[src/rtl/duty_sel_pkg.sv]
// Shared types, constants and helper functions for the duty/value selector.
package duty_sel_pkg;

  // Button repeat FSM states.
  typedef enum logic [1:0] {
    IDLE   = 2'd0,
    HOLD   = 2'd1,
    REPEAT = 2'd2
  } state_t;

  // Limit behaviour selectors for the WRAP parameter.
  localparam int WRAP_ON  = 1;
  localparam int WRAP_SAT = 0;

  // Width of a timer that must reach max(hold, repeat) - 1; never below 1 bit.
  function automatic int timer_width(input int hold_cycles, input int repeat_cycles);
    int m;
    m = (hold_cycles > repeat_cycles) ? hold_cycles : repeat_cycles;
    return (m > 1) ? $clog2(m) : 1;
  endfunction

  // Clamp v into [lo, hi].
  function automatic int clamp(input int v, input int lo, input int hi);
    if (v < lo) return lo;
    if (v > hi) return hi;
    return v;
  endfunction

endpackage

[src/rtl/key_repeat.sv]
// Press-edge detection plus hold-to-auto-repeat for an up/down button pair.
module key_repeat
  import duty_sel_pkg::*;
#(
  parameter int HOLD_CYCLES   = 8,
  parameter int REPEAT_CYCLES = 4,
  parameter int CH_W          = 2
) (
  input  logic            clk,
  input  logic            rst,
  input  logic            ena,
  input  logic            sum,
  input  logic            rest,
  input  logic [CH_W-1:0] ch_sel,
  output logic            step_up,
  output logic            step_dn,
  output logic [CH_W-1:0] step_ch
);

  localparam int TW = timer_width(HOLD_CYCLES, REPEAT_CYCLES);
  localparam logic [TW-1:0] HOLD_LAST   = TW'(HOLD_CYCLES - 1);
  localparam logic [TW-1:0] REPEAT_LAST = TW'(REPEAT_CYCLES - 1);

  state_t          state_reg, state_next;
  logic [TW-1:0]   timer_reg, timer_next;
  logic            dir_up_reg, dir_up_next;
  logic [CH_W-1:0] ch_lat_reg, ch_lat_next;
  logic            sum_prev_reg, rest_prev_reg;

  // Buttons are active-low; a press edge is a 1 -> 0 transition.
  logic sum_held, rest_held, sum_press, rest_press;
  logic btn_held, other_held;
  assign sum_held   = ~sum;
  assign rest_held  = ~rest;
  assign sum_press  = sum_prev_reg & ~sum;
  assign rest_press = rest_prev_reg & ~rest;
  assign btn_held   = dir_up_reg ? sum_held : rest_held;
  assign other_held = dir_up_reg ? rest_held : sum_held;

  // While stepping from IDLE the live selection is the target; afterwards the latched one.
  assign step_ch = (state_reg == IDLE) ? ch_sel : ch_lat_reg;

  // State, timer and edge-detect registers; previous samples reset to "pressed"
  // so a button held through reset needs a release before it counts.
  always_ff @(posedge clk) begin
    if (rst) begin
      state_reg     <= IDLE;
      timer_reg     <= '0;
      dir_up_reg    <= 1'b0;
      ch_lat_reg    <= '0;
      sum_prev_reg  <= 1'b0;
      rest_prev_reg <= 1'b0;
    end else begin
      state_reg     <= state_next;
      timer_reg     <= timer_next;
      dir_up_reg    <= dir_up_next;
      ch_lat_reg    <= ch_lat_next;
      sum_prev_reg  <= sum;
      rest_prev_reg <= rest;
    end
  end

  // Next-state logic and step pulses.
  always_comb begin
    state_next  = state_reg;
    timer_next  = timer_reg + TW'(1);
    dir_up_next = dir_up_reg;
    ch_lat_next = ch_lat_reg;
    step_up     = 1'b0;
    step_dn     = 1'b0;
    case (state_reg)
      IDLE: begin
        timer_next = '0;
        if (ena && sum_press && !rest_held) begin
          step_up     = 1'b1;
          dir_up_next = 1'b1;
          ch_lat_next = ch_sel;
          state_next  = HOLD;
        end else if (ena && rest_press && !sum_held) begin
          step_dn     = 1'b1;
          dir_up_next = 1'b0;
          ch_lat_next = ch_sel;
          state_next  = HOLD;
        end
      end
      HOLD, REPEAT: begin
        if (!btn_held || other_held || !ena || (ch_sel != ch_lat_reg)) begin
          state_next = IDLE;
          timer_next = '0;
        end else if ((state_reg == HOLD && timer_reg == HOLD_LAST) ||
                     (state_reg == REPEAT && timer_reg == REPEAT_LAST)) begin
          step_up    = dir_up_reg;
          step_dn    = ~dir_up_reg;
          timer_next = '0;
          state_next = REPEAT;
        end
      end
      default: begin
        state_next = IDLE;
        timer_next = '0;
      end
    endcase
  end

endmodule

[src/rtl/duty_selector_multi.sv]
// Multi-channel setpoint selector: button stepping with limits, direct load, change flag.
module duty_selector_multi
  import duty_sel_pkg::*;
#(
  parameter int SIZE_COUNT    = 8,
  parameter int N_CH          = 4,
  parameter int STEP          = 1,
  parameter int MIN_VAL       = 0,
  parameter int MAX_VAL       = 2**SIZE_COUNT - 1,
  parameter int WRAP          = WRAP_ON,
  parameter int HOLD_CYCLES   = 50_000_000,
  parameter int REPEAT_CYCLES = 5_000_000
) (
  input  logic                                     clk,
  input  logic                                     rst,
  input  logic                                     ena,
  input  logic                                     sum,
  input  logic                                     rest,
  input  logic [((N_CH > 1) ? $clog2(N_CH) : 1)-1:0] ch_sel,
  input  logic                                     load,
  input  logic [SIZE_COUNT-1:0]                    load_val,
  output logic [N_CH*SIZE_COUNT-1:0]               valor,
  output logic                                     changed,
  output logic                                     at_max,
  output logic                                     at_min
);

  localparam int CH_W = (N_CH > 1) ? $clog2(N_CH) : 1;
  localparam int W    = SIZE_COUNT + 1;
  localparam logic [W-1:0] MAX_W  = W'(MAX_VAL);
  localparam logic [W-1:0] MIN_W  = W'(MIN_VAL);
  localparam logic [W-1:0] STEP_W = W'(STEP);
  localparam logic [SIZE_COUNT-1:0] MAX_S = SIZE_COUNT'(MAX_VAL);
  localparam logic [SIZE_COUNT-1:0] MIN_S = SIZE_COUNT'(MIN_VAL);

  logic [SIZE_COUNT-1:0] val_reg  [N_CH];
  logic [SIZE_COUNT-1:0] val_next [N_CH];
  logic [N_CH-1:0]       diff;
  logic                  changed_reg;

  logic                  step_up, step_dn;
  logic [CH_W-1:0]       step_ch;
  logic [W-1:0]          cur_w;
  logic [SIZE_COUNT-1:0] step_val;
  logic [SIZE_COUNT-1:0] load_clamped;

  key_repeat #(
    .HOLD_CYCLES  (HOLD_CYCLES),
    .REPEAT_CYCLES(REPEAT_CYCLES),
    .CH_W         (CH_W)
  ) u_key (
    .clk    (clk),
    .rst    (rst),
    .ena    (ena),
    .sum    (sum),
    .rest   (rest),
    .ch_sel (ch_sel),
    .step_up(step_up),
    .step_dn(step_dn),
    .step_ch(step_ch)
  );

  assign cur_w        = {1'b0, val_reg[step_ch]};
  assign load_clamped = SIZE_COUNT'(clamp(int'(load_val), MIN_VAL, MAX_VAL));

  // One shared step unit on the targeted channel, computed a bit wider to avoid overflow.
  always_comb begin
    step_val = val_reg[step_ch];
    if (step_up) begin
      if (cur_w > MAX_W - STEP_W) step_val = (WRAP == WRAP_ON) ? MIN_S : MAX_S;
      else                        step_val = SIZE_COUNT'(cur_w + STEP_W);
    end else if (step_dn) begin
      if (cur_w < MIN_W + STEP_W) step_val = (WRAP == WRAP_ON) ? MAX_S : MIN_S;
      else                        step_val = SIZE_COUNT'(cur_w - STEP_W);
    end
  end

  // Per-channel next value: load beats a step aimed at the same channel.
  genvar gi;
  generate
    for (gi = 0; gi < N_CH; gi++) begin : g_ch
      logic load_hit, step_hit;
      assign load_hit     = load && (ch_sel == CH_W'(gi));
      assign step_hit     = (step_up || step_dn) && (step_ch == CH_W'(gi));
      assign val_next[gi] = load_hit ? load_clamped :
                            step_hit ? step_val : val_reg[gi];
      assign diff[gi]     = (val_next[gi] != val_reg[gi]);
      assign valor[gi*SIZE_COUNT +: SIZE_COUNT] = val_reg[gi];
    end
  endgenerate

  // Setpoint array and the change pulse that accompanies each real update.
  always_ff @(posedge clk) begin
    if (rst) begin
      for (int i = 0; i < N_CH; i++) val_reg[i] <= MIN_S;
      changed_reg <= 1'b0;
    end else begin
      for (int i = 0; i < N_CH; i++) val_reg[i] <= val_next[i];
      changed_reg <= |diff;
    end
  end

  assign changed = changed_reg;
  assign at_max  = (val_reg[ch_sel] == MAX_S);
  assign at_min  = (val_reg[ch_sel] == MIN_S);

endmodule

[config.mk]
export PLATFORM = sky130hd
export DESIGN_NAME = duty_selector_multi
export DESIGN_NICKNAME = d
export VERILOG_FILES = /design/src/rtl/duty_sel_pkg.sv /design/src/rtl/key_repeat.sv /design/src/rtl/duty_selector_multi.sv
export SDC_FILE = /design/constraint.sdc
export NUM_CORES = 1
export LEC_CHECK = 0
export ABC_AREA = 0
export CAP_MARGIN = 15
export CORE_UTILIZATION = 45
export CTS_CLUSTER_SIZE = 24
export DETAILED_ROUTE_END_ITERATION = 16
export PLACE_DENSITY = 0.73
export REMOVE_ABC_BUFFERS = 1
export SETUP_SLACK_MARGIN = 0.4
export SLEW_MARGIN = 30
export SYNTH_ARGS = -nofsm -noshare
export SYNTH_HDL_FRONTEND = slang
export SYNTH_SLANG_ARGS = --single-unit
[constraint.sdc]
create_clock -name clk -period 12.6 [get_ports clk]
set_input_delay 3.78 -clock clk [delete_from_list [all_inputs] [get_ports clk]]
set_output_delay 3.78 -clock clk [all_outputs]
set_load 0.005 [all_outputs]
==> results.txt <==
----------------------------------------------------
[Clock network]
  Number of buffers added to fix hold violations after cts ... 0
  Clock tree root driver cell ... sky130_fd_sc_hd__clkbuf_16
  Num CTS Buffers ... 9
  Post-CTS resize count ... 0
  TritonCTS clock tree ... yes
  Clk pin slew, worst setup/hold paths ... 60 ps
  Number of setup buffers added after CTS ... 0
  Clock insertion delay at the later pin of the skew report ... 350 ps
  Maximum level of the CTS H-tree ... 3
  TritonCTS sink count ... 66
  CTS Buffer Depth ... 2

[Die]
  Top Ports ... 51
  Die area ... 12290 sq um
  Die outline width ... 110.9 um
  Effective utilization at floorplan ... 0.4650
  Chip height ... 110.9 um
  Total core area ... 11470 sq um
  Site row count ... 39

[Final layout]
  NumNets Final ... 738
  Share of the core filled with cells ... 0.5369
  Final design instance area without fill ... 6157 sq um
  Sequential cell area ... 1321 sq um
  Final cell count without fillers ... 862
  Multi-input gate area in the final layout ... 3682 sq um
  Layout-stage area growth over the synthesis result ... 15.46%
  Antenna cells ... 0
  Number of filler cells placed in the layout ... 1053
  Layout cell share with drive strength beyond 1 ... 0.07650
  Flip-flop count of the largest register after layout ... 32

[Synthesis]
  Dominant combinational cell family by area after synthesis ... simple AND/OR/NAND/NOR gates
  XOR/XNOR Fraction of Synth Area ... 0.07719
  Compound-gate portion of the synthesized area ... 0.2295
  Number of distinct library cells after synthesis ... 79
  Post-synthesis instance total ... 700
  Count of flip-flops with a built-in enable after synthesis ... 0
  Synth top area cells ... sky130_fd_sc_hd__dfxtp_1 25%, sky130_fd_sc_hd__nor2_1 6.5%, sky130_fd_sc_hd__mux2i_1 4.7%, sky130_fd_sc_hd__nand2_1 4.4%, sky130_fd_sc_hd__a21oi_1 4.2%
  Flip-flop cell with the highest count after synthesis ... sky130_fd_sc_hd__dfxtp_1
  Most repeated cell in the gate-level netlist after synthesis ... sky130_fd_sc_hd__nor2_1
  Arithmetic-cell share of the synthesized area counting full adders, half adders and majority gates ... 0.01877
  Mux share of post-synthesis cell area ... 0.1014
  Fraction of the yosys area taken by sequential cells ... 0.2478
  Yosys reg bits ... 66
  Syn Area/Cell ... 7.618 sq um
  Post-synth ARST share ... 0
  Netlist area before placement ... 5333 sq um
  Most area-hungry cell type in the Yosys netlist ... sky130_fd_sc_hd__dfxtp_1
  Syn. warnings ... 0
  Top-area cell type share of the netlist area ... 0.2478
  Area share of and/or/nand/nor cells after synthesis ... 0.2633
  Most instantiated cells after synthesis ... 92 x sky130_fd_sc_hd__nor2_1, 66 x sky130_fd_sc_hd__dfxtp_1, 63 x sky130_fd_sc_hd__nand2_1

[Timing]
  Fin Setup TNS ... 0 ps
  Post-layout minimum cycle time ... 10400 ps
  Max Clk Rate ... 96.18 MHz
  Number of setup violations in the final report ... 0
  Max-slew headroom at the worst pin ... 0.3476
  Worst Setup Slack, final ... 2203 ps
  Slew Limit Fails ... 0
  Worst setup skew after layout ... 10.93 ps
  Final hold violation count ... 0
  Period utilization ... 0.8252
  Smallest hold slack ... 469.4 ps
  Measured slew at the worst slew-check pin ... 975.5 ps
  RSZ-0062 raised after global routing ... false

[Detailed routing]
  Post-route ant nets ... 0
  Number of optimization iterations in the first detailed-route pass ... 5
  Total Wirelength ... 17930 um
  Detailed Route Iter0 Violations ... 557
  Final routed DRC violation total ... 0
  Vias per std cell ... 6.536
  WL per Instance ... 20.80 um
  Detailed-route via count ... 5634

[Placement]
  DP Worst Slack ... 2150 ps
  IO Port Bufs ... 50
  Gpl congestion ... 1.006
  Placed cell area ... 5834 sq um
  Instance count after placement with tap cells included ... 846
  HPWL after detailed placement ... 12820 um

[Worst setup path]
  Depth of the worst register-to-register path ... 14
  First element of the critical path ... ch_sel[1]
  Category of the critical setup timing path ... in -> out
  Arrival time at the worst endpoint ... 6620 ps
  Reg-to-reg critical path startpoint ... u_key.state_reg[0]
  FF-to-FF End ... changed
  Maximum fanout along the worst path ... 26
  Register-to-register setup slack ... 7760 ps
  Category of the worst setup path capture point ... output port
  Required time at the endpoint of the critical path ... 8820 ps
  Critical Path Sink ... at_min
  Startpoint types ... input port

[Pwr]
  Total power draw ... 0.6252 mW
  Static leakage power ... 2.108 nW
  Max rail drop VDD ... 0.00007358 V
  Areal power density over the cells ... 101.5 nW/um^2

[GRT]
  Vias in the first global route ... 5292
  Wire length of the first global-routing pass ... 28770 um
  Maximum number of pins on one net before global-route repair ... 42
  Number of antenna violations at the first check in global routing ... 0
  Total congestion overflow ... 0
  GRT Util Overall ... 0.2964

[Flow run]
  Reported max-cap violation count ... 0

[Outcome]
  Run status ... complete, no violations

[Worst hold path]
  Kind of path behind the tightest hold check ... reg -> reg

----------------------------------------------------
-- placed cells by master (no fill, tap or decap), drive strengths merged, types with 5 or more instances in the layout --
master,synthesis,layout
nor4,10,10
nor3,18,18
nand3b,7,7
xnor2,25,25
ha,8,8
nand2,63,63
dfxtp,66,66
mux2i,29,29
nand4,7,7
buf,11,5
xor2,22,22
a31oi,6,6
a22oi,5,5
nand2b,6,6
nor2,92,92
or2,5,5
a21oi,45,45
o21ai,25,25
clkbuf,40,9
or3,9,9
nor3b,6,6
o211ai,6,6
o22ai,9,9
inv,33,36
nand3,21,21
a211oi,29,29
mux4,8,8
clkdlybuf4s50,0,49
and3,9,9
-- critical path, cell delays in order --
cell and delay [ps]:
sky130_fd_sc_hd__clkdlybuf4s50_1 1110, sky130_fd_sc_hd__mux4_2 610, sky130_fd_sc_hd__or4_1 500, sky130_fd_sc_hd__nor2_1 100, sky130_fd_sc_hd__clkdlybuf4s50_1 500
-- layout make-up --
type                            instances  share of cell area
Timing Repair Buffer                   54             0.08535
Clock inverter                          7             0.01626
Clock buffer                            9             0.03658
Multi-Input combinational cell        550              0.5980
Sequential cell                        66              0.2146
Tap cell                              143             0.02906
Inverter                               33             0.02012
-- how the worst min path moves through the flow --
stage                                     to  cells past startpoint                from
final                       u_key.dir_up_reg                      2    u_key.dir_up_reg
after global routing        u_key.dir_up_reg                      2    u_key.dir_up_reg
after CTS                   u_key.dir_up_reg                      2    u_key.dir_up_reg
after detailed placement    u_key.dir_up_reg                      2    u_key.dir_up_reg
after global placement    u_key.timer_reg[0]                      1  u_key.timer_reg[0]
after floorplan           u_key.timer_reg[0]                      1  u_key.timer_reg[0]
-- routing by layer --
metal / up-vias / global-route usage / wire (um)
met5: - / 0 / 0
met4: 0 / 0.1609 / 714
met3: 68 / 0.06889 / 1850
met2: 334 / 0.4580 / 8057
met1: 2652 / 0.3812 / 7306
li1: 2580 / - / -
-- power breakdown --
group          switching [mW]  internal (mW)  total [mW]
clock network           0.104          0.175       0.279
logic                  0.0663         0.0507       0.117
registers              0.0149          0.215       0.229
total                   0.185          0.440       0.625
-- kinds of logic (layout without fill, tap and decap cells) --
| group | after synthesis | after routing |
|---|---|---|
| compound gates | 174 | 174 |
| xor+xnor | 47 | 47 |
| fa+ha+maj | 8 | 8 |
| buf+inv | 84 | 103 |
| flops | 66 | 66 |
| mux | 40 | 40 |
| simple gates | 281 | 281 |
(Power assumes the default switching activity.)
